===== src/rtl/ast_adc_responder_pkg.sv =====
// State encoding and channel-select codes for the AST ADC responder.
package ast_adc_responder_pkg;

    typedef enum logic [2:0] {
        StPwrdn   = 3'd0,
        StWakeup  = 3'd1,
        StIdle    = 3'd2,
        StConvert = 3'd3,
        StDone    = 3'd4
    } adc_state_e;

    localparam logic [1:0] SelNone    = 2'b00;
    localparam logic [1:0] SelChn0    = 2'b01;
    localparam logic [1:0] SelChn1    = 2'b10;
    localparam logic [1:0] SelIllegal = 2'b11;

endpackage


===== src/rtl/ast_pkg.sv =====
// Shared AST types for the ADC request/response interface to adc_ctrl.
package ast_pkg;

    localparam int AdcChannels  = 2;
    localparam int AdcDataWidth = 10;

    typedef struct packed {
        logic       pd;
        logic [1:0] channel_sel;
    } adc_ast_req_t;

    typedef struct packed {
        logic [AdcDataWidth-1:0] data;
        logic                    data_valid;
    } adc_ast_rsp_t;

endpackage


===== src/rtl/ast_adc_responder_cnt.sv =====
// Loadable down-counter with a zero flag; load wins over decrement.
module ast_adc_responder_cnt #(
    parameter int Width = 4
) (
    input  logic             clk,
    input  logic             rst_n,
    input  logic             load,
    input  logic [Width-1:0] load_val,
    input  logic             dec,
    output logic             zero
);

    logic [Width-1:0] cnt_r;

    // Counter register: synchronous clear, load on state entry, otherwise count down.
    always_ff @(posedge clk) begin
        if (!rst_n) begin
            cnt_r <= '0;
        end else if (load) begin
            cnt_r <= load_val;
        end else if (dec) begin
            cnt_r <= cnt_r - {{(Width-1){1'b0}}, 1'b1};
        end else begin
            cnt_r <= cnt_r;
        end
    end

    assign zero = (cnt_r == '0);

endmodule


===== src/rtl/ast_adc_responder.sv =====
// ADC front-end model: power-up settling, fixed-latency sample-and-hold conversion,
// registered 10-bit result with a one-cycle valid pulse.
module ast_adc_responder
    import ast_pkg::*;
    import ast_adc_responder_pkg::*;
#(
    parameter int PwrUpCycles = 30,
    parameter int ConvCycles  = 44
) (
    input  logic                    clk_i,
    input  logic                    rst_ni,
    input  adc_ast_req_t            adc_i,
    output adc_ast_rsp_t            adc_o,
    input  logic [AdcDataWidth-1:0] chn0_level_i,
    input  logic [AdcDataWidth-1:0] chn1_level_i,
    output logic                    illegal_sel_o
);

    localparam int MaxCycles = (PwrUpCycles > ConvCycles) ? PwrUpCycles : ConvCycles;
    localparam int CntW      = $clog2(MaxCycles + 1);

    adc_state_e              state_r;
    adc_state_e              state_next_s;
    logic [1:0]              chan_r;
    logic [AdcDataWidth-1:0] hold_r;
    logic [AdcDataWidth-1:0] data_r;
    logic                    data_valid_r;
    logic                    illegal_r;
    logic                    pd_s;
    logic [1:0]              sel_s;
    logic                    cnt_load_s;
    logic [CntW-1:0]         cnt_load_val_s;
    logic                    cnt_dec_s;
    logic                    cnt_zero_s;

    assign pd_s  = adc_i.pd;
    assign sel_s = adc_i.channel_sel;

    ast_adc_responder_cnt #(
        .Width (CntW)
    ) u_cnt (
        .clk      (clk_i),
        .rst_n    (rst_ni),
        .load     (cnt_load_s),
        .load_val (cnt_load_val_s),
        .dec      (cnt_dec_s),
        .zero     (cnt_zero_s)
    );

    // Next-state and counter control; pd overrides every state.
    always_comb begin
        state_next_s   = state_r;
        cnt_load_s     = 1'b0;
        cnt_load_val_s = '0;
        cnt_dec_s      = 1'b0;
        if (pd_s) begin
            state_next_s = StPwrdn;
        end else begin
            case (state_r)
                StPwrdn: begin
                    state_next_s   = StWakeup;
                    cnt_load_s     = 1'b1;
                    cnt_load_val_s = CntW'(PwrUpCycles - 1);
                end
                StWakeup: begin
                    if (cnt_zero_s) begin
                        state_next_s = StIdle;
                    end else begin
                        cnt_dec_s = 1'b1;
                    end
                end
                StIdle: begin
                    if ((sel_s == SelChn0) || (sel_s == SelChn1)) begin
                        state_next_s   = StConvert;
                        cnt_load_s     = 1'b1;
                        cnt_load_val_s = CntW'(ConvCycles - 1);
                    end else begin
                        state_next_s = StIdle;
                    end
                end
                StConvert: begin
                    // Any change of select (including to 00/11) abandons the conversion.
                    if (sel_s != chan_r) begin
                        state_next_s = StIdle;
                    end else if (cnt_zero_s) begin
                        state_next_s = StDone;
                    end else begin
                        cnt_dec_s = 1'b1;
                    end
                end
                StDone: begin
                    state_next_s = StIdle;
                end
                default: begin
                    state_next_s = StPwrdn;
                end
            endcase
        end
    end

    // State, sample-and-hold and registered outputs.
    always_ff @(posedge clk_i) begin
        if (!rst_ni) begin
            state_r      <= StPwrdn;
            chan_r       <= SelNone;
            hold_r       <= '0;
            data_r       <= '0;
            data_valid_r <= 1'b0;
            illegal_r    <= 1'b0;
        end else begin
            state_r      <= state_next_s;
            data_valid_r <= (state_next_s == StDone);
            illegal_r    <= !pd_s && (state_r == StIdle) && (sel_s == SelIllegal);
            if ((state_r == StIdle) && (state_next_s == StConvert)) begin
                chan_r <= sel_s;
                hold_r <= (sel_s == SelChn0) ? chn0_level_i : chn1_level_i;
            end
            if (pd_s) begin
                data_r <= '0;
            end else if (state_next_s == StDone) begin
                data_r <= hold_r;
            end
        end
    end

    assign adc_o         = '{data: data_r, data_valid: data_valid_r};
    assign illegal_sel_o = illegal_r;

endmodule


===== config.mk =====
export PLATFORM = sky130hd
export DESIGN_NAME = ast_adc_responder
export DESIGN_NICKNAME = d
export VERILOG_FILES = /design/src/rtl/ast_adc_responder_pkg.sv /design/src/rtl/ast_pkg.sv /design/src/rtl/ast_adc_responder_cnt.sv /design/src/rtl/ast_adc_responder.sv
export SDC_FILE = /design/constraint.sdc
export NUM_CORES = 1
export LEC_CHECK = 0
export CAP_MARGIN = 20
export CORE_MARGIN = 1.5
export CORE_UTILIZATION = 31
export CTS_CLUSTER_DIAMETER = 60
export DETAILED_ROUTE_END_ITERATION = 10
export PLACE_DENSITY = 0.57
export SLEW_MARGIN = 20
export SYNTH_ARGS = -nofsm -noshare
export SYNTH_HDL_FRONTEND = slang
export SYNTH_HIERARCHICAL = 1
export SYNTH_SLANG_ARGS = --single-unit

===== constraint.sdc =====
create_clock -name clk_i -period 6.2 [get_ports clk_i]
set_input_delay 1.24 -clock clk_i [delete_from_list [all_inputs] [get_ports clk_i]]
set_output_delay 1.24 -clock clk_i [all_outputs]
set_load 0.02 [all_outputs]

==> results.ini, run 1 <==
[die]
die-area_mm2 = 0.005619
fp.dieH_um = 74.96
core_mm2 = 0.005042
die_w_um = 74.96
start_util = 0.3184
io_pins = 37
fp-row-count = 26

[clocking]
clockRootBuffer = clkbuf_8
clock_latency_ps = 280
post-cts-setup-buffer-count = 0
cts_resized = 0
cts.path.max_buffers = 2
ctsHoldBuffers = 0
cts_inserted_buffers = 5
path_clk_slew_ps = 70
cts_tree = yes
clock_sinks = 33
htree_levels = 2

[worst_hold_path]
hold_path_depth = 2
holdCritStartpoint = data_r[5]
holdPathEnd = data_r[5]
hold_class = register to register

[pwr]
power_density_mw_per_mm2 = 209.0
p_leak_uw = 0.0007098
swShare = 0.2503
clock_power_share = 0.350
irDropWorstVdd_v = 0.00008686
comb_power_share = 0.139
p_switching_uw = 109.0
p_seq_frac = 0.512
p_int_uw = 326.6

[global_route]
gr-total-overflow = 0
grt_pass1_vias = 1208
grt_max_degree = 22
grt_pass1_wl_mm = 5.658
track_usage = 0.1340
antenna_found_initial = 0

[drt]
drc = 0
vias = 1329
routedWlPerCell_um = 12.19
first_iter_violations = 61
viasPerCell = 4.763
dr.pass1.iters = 4
drt-total-wl_mm = 3.402
drtAntennaViolNets = 0

[synth]
synth-compound-area-share = 0.1691
synth-seq-area-share = 0.4115
synth_area_leader_cell = dfxtp_1
async_reset_ff_frac = 0
synth_nets = 204
yosysUniqueCellTypes = 36
yosysWarnings = 6
syn_avg_cell_area_um2 = 9.173
syn_inst = 175
ys_top_cells_by_area = dfxtp_1 41%, mux2i_1 12%, nand2_1 6.3%
synth_top_family_by_area = simple AND/OR/NAND/NOR gates
synth_ff_type = dfxtp_1
synthXorXnorAreaFrac = 0.02728
netlist_area_mm2 = 0.001605
yosys_register_bits = 33
synth_edf_count = 0
synth.area.mux_share = 0.1247
yosys.area.top_type_share = 0.4115
yosys.area_share.simple = 0.1824
yosys.area_share.adder = 0.03118

[worst_setup_path]
r2r_cells = 7
worstPathArrival_ps = 3770
reg2reg_slack_ps = 3700
crit-reg2reg-launch = u_cnt/cnt_r[0]
cp_max_fo = 13
crit_path_end_kind = register
crit_path_start_kind = input pin
cp_data_required_time_ps = 6360
path_class = input pin to register
reg2reg_to = u_cnt/cnt_r[4]

[place]
numPortBuffers = 36
hpwlAfterDp_mm = 2.473
gp_congestion = 0.7839
dp.cells = 271

[timing]
fmax_ghz = 0.2770
rsz0062_at_grt = no
finalSetupViolCount = 0
hold_violations = 0
tightestPinTransition_ps = 848.9
maxSlewViolCount = 0
timing.final.crit_share = 0.5822
fin_worst_skew_ps = 5.278
period_needed_ps = 3610
tns_ps = 0
slew-limit-headroom = 0.4316

[finish]
regArea_um2 = 660.6
stdcell_count = 279
num_antenna_cells = 0
drive_above_1_share = 0.07177
fillers = 518
fin_nets = 237
syn2layout_area_growth_pct = 29.85
multi_input_area_um2 = 863.3

[run]
maxCapViolations = 0

[outcome]
status = completed

==> logic make-up after synthesis <==
group / count (synthesis)
AO/OA/AOI/OAI: 41
XOR/XNOR: 5
adder cells (fa/ha/maj): 4
buffers and inverters: 17
flip-flops: 33
multiplexers: 20
AND/OR/NAND/NOR: 55
==> per-layer routing <==
layer / GRT usage / vias to the layer above / share of wire
met3: 0.02410 / 2 / 0.030
met4: 0.06667 / 0 / 0.0085
met1: 0.1936 / 611 / 0.50
met2: 0.1908 / 29 / 0.47
met5: 0 / - / 0
li1: - / 687 / -
==> cells in the final DEF (no fill, tap or decap), types with 2 or more instances in the layout <==
cell type and count:
clkdlybuf4s50_1 36, dfxtp_1 33, nand2_1 27, mux2i_1 20, a21oi_1 13, a211oi_1 11, inv_1 6, o21ai_0 6
xnor2_1 5, clkbuf_8 5, nor2_1 4, ha_1 4, nor4_1 3, nand3_1 3, and2_1 3, nand2b_1 3
or2_2 2, nor2b_1 2, o311a_1 2, a31oi_1 2, clkinv_2 2
==> power groups by stage <==
stage	clock network [µW]	logic [µW]	registers, µW
2_1_floorplan	0	37.5	226
3_3_place_gp	0	60.4	228
3_5_place_dp	0	60.6	228
4_1_cts	159	60.9	223
5_1_grt	170	67.2	224
6_report	152	60.4	223
==> area by class of cell <==
class,instances,share of cell area
Clock inverter,2,0.004802
Timing Repair Buffer,37,0.1765
Inverter,6,0.01080
Clock buffer,6,0.03481
Sequential cell,33,0.3169
Tap cell,70,0.04202
Multi-Input combinational cell,125,0.4142
==> through the flow <==
step                      area [µm²]  setup WS (ps)  total power (µW)  utilization  hold slack [ps]
final                           2085           2590             435.7       0.4134            459.5
after global routing            2085           2417             461.2       0.4134            480.5
after CTS                       2085           2608             443.3       0.4134            462.4
after detailed placement        2002           2314             288.4       0.3970            450.0
after global placement          2002           2363             288.2       0.3970            449.6
after floorplan                 1605           3211             263.0            -            437.8
==> cells in the mapped netlist, types with 4 or more instances <==
master and n:
inv_1 6, dfxtp_1 33, ha_1 4, o21ai_0 6, nor2_1 4, a21oi_1 13, clkbuf_1 7, nand2_1 27
a211oi_1 11, xnor2_1 5, mux2i_1 20
==> worst max path at each step <==
stage	start	endpoint	slack, ps
after global routing	adc_i[1]	u_cnt/cnt_r[4]	2420
after CTS	adc_i[1]	u_cnt/cnt_r[4]	2610
after global placement	adc_i[0]	u_cnt/cnt_r[4]	2360
final	adc_i[1]	u_cnt/cnt_r[4]	2590
after floorplan	adc_i[0]	u_cnt/cnt_r[4]	3210
after detailed placement	adc_i[1]	u_cnt/cnt_r[4]	2310
==> state kept, by name, indices dropped and copies added, names as in the netlist <==
name and flops:
hold_r 10, u_cnt/cnt_r 6, illegal_sel_o 1, data_valid_r 1, state_r 3, chan_r 2
data_r 10
==> critical path, cell delays in order <==
cell,delay (ps)
clkdlybuf4s50_1,540
inv_1,60
ha_1,310
or2_2,300
nor2_1,630
or2_2,340
inv_1,100
o21ai_0,180
a31oi_1,50
Note: power is estimated with default switching activity, not from simulation.
==> inputs of run 2 (changes only) <==
--- a/config.mk
+++ b/config.mk
@@ -10,7 +10,7 @@
 export CORE_UTILIZATION = 31
 export CTS_CLUSTER_DIAMETER = 60
 export DETAILED_ROUTE_END_ITERATION = 10
-export PLACE_DENSITY = 0.57
+export PLACE_DENSITY = 0.59
 export SLEW_MARGIN = 20
 export SYNTH_ARGS = -nofsm -noshare
 export SYNTH_HDL_FRONTEND = slang
==> constraint.sdc (replaced) <==
create_clock -name clk_i -period 3 [get_ports clk_i]
set_input_delay 0.6 -clock clk_i [delete_from_list [all_inputs] [get_ports clk_i]]
set_output_delay 0.6 -clock clk_i [all_outputs]
set_load 0.02 [all_outputs]
==> results.ini, run 2 (synthesis gave the netlist of run 1 again) <==
[worst_setup_path]
crit_path_start_kind = input pin
crit_path_end_kind = register
worstPathArrival_ps = 2740
path_class = input pin to register
cp_max_fo = 4
cp_data_required_time_ps = 3210
reg2reg_slack_ps = 830

[finish]
num_antenna_cells = 0
reg_top3 = data_r x10, hold_r x10, u_cnt/cnt_r x6
finalInstanceArea_mm2 = 0.002143
layout_commonest_cell = clkdlybuf4s50_1
fin_nets = 241
drive_above_1_share = 0.08451
syn2layout_area_growth_pct = 33.52
layout_common_cells = 36 x clkdlybuf4s50_1, 33 x dfxtp_1, 27 x nand2_1

[pwr]
power_density_mw_per_mm2 = 478.5
p_leak_uw = 0.0007421
irDropWorstVdd_v = 0.0002218
power_uw = 1026

[timing]
finalSetupViolCount = 0
hold_violations = 0
maxSlewViolCount = 0
period_needed_ps = 2527
timing.final.crit_share = 0.8425
tightestPinTransition_ps = 558.2
tns_ps = 0
fin_worst_skew_ps = 9.464
fmax_ghz = 0.3957
slew-limit-headroom = 0.6279
rsz0062_at_grt = no

[die]
core_mm2 = 0.005042
fp.dieH_um = 74.96
start_util = 0.3184
die-area_mm2 = 0.005619
io_pins = 37
die_w_um = 74.96
fp-row-count = 26

[clocking]
clock_latency_ps = 290
htree_levels = 2
post-cts-setup-buffer-count = 0
clock_sinks = 33
ctsHoldBuffers = 0
cts_resized = 0
cts.path.max_buffers = 2
cts_inserted_buffers = 5
path_clk_slew_ps = 70
clockRootBuffer = clkbuf_8
cts_tree = yes

[drt]
dr.pass1.iters = 4
viasPerCell = 4.795
vias = 1357
routedWlPerCell_um = 11.98
first_iter_violations = 61
drc = 0
drt-total-wl_mm = 3.391
drtAntennaViolNets = 0

[global_route]
antenna_found_initial = 0
gr-total-overflow = 0
grt_pass1_wl_mm = 5.582
grt_pass1_vias = 1138
track_usage = 0.1331
grt_max_degree = 22

[worst_hold_path]
hold_class = register to register

[place]
gp_congestion = 0.7920
numPortBuffers = 36
hpwlAfterDp_mm = 2.454
place_area_mm2 = 0.002027

[outcome]
status = completed

[run]
maxCapViolations = 0

-- run 2: area by class of cell --
| cell class | count | area (µm²) |
|---|---|---|
| Inverter | 6 | 22.52 |
| Clock inverter | 1 | 30.03 |
| Timing Repair Buffer | 41 | 397.9 |
| Tap cell | 70 | 87.58 |
| Fill cell | 511 | 2899 |
| Multi-Input combinational cell | 125 | 858.3 |
| Sequential cell | 33 | 660.6 |
| Clock buffer | 7 | 86.33 |
-- run 2: metal layers --
layer	share of wire	global-route usage	vias to the layer above
li1	-	-	697
met2	0.42	0.1780	30
met1	0.52	0.1992	626
met5	0	0	-
met4	0.010	0.04848	0
met3	0.042	0.04016	4
-- run 2: worst paths after layout --
path,startpoint,to,cells past startpoint
worst max-delay path,adc_i[0],u_cnt/cnt_r[4],7
worst min-delay path,data_r[1],data_r[1],2
worst max register to register,u_cnt/cnt_r[2],data_r[3],5
worst min register to register,data_r[1],data_r[1],2
-- run 2: where the power goes --
part           leakage [µW]  internal [µW]  switching (µW)
clock network     0.0000585            271             165
logic              0.000417           69.4            59.5
registers          0.000267            448            12.5
-- run 2: stage by stage --
step / worst slack (ps) / util / hold WS (ps) / instances
2_1_floorplan: 650.8 / - / 437.8 / 175
3_3_place_gp: 346.6 / 0.4020 / 444.0 / 275
3_5_place_dp: 190.1 / 0.4020 / 451.6 / 275
4_1_cts: 485.1 / 0.4251 / 464.1 / 283
5_1_grt: 234.7 / 0.4251 / 487.1 / 283
6_report: 472.6 / 0.4251 / 461.3 / 283
-- run 2: worst max-delay path: stages --
cell and delay [ps]:
clkdlybuf4s50_1 490, xnor2_1 290, nand2_1 120, a211oi_1 360, nand2_1 160, or4_2 550, a31oi_1 170
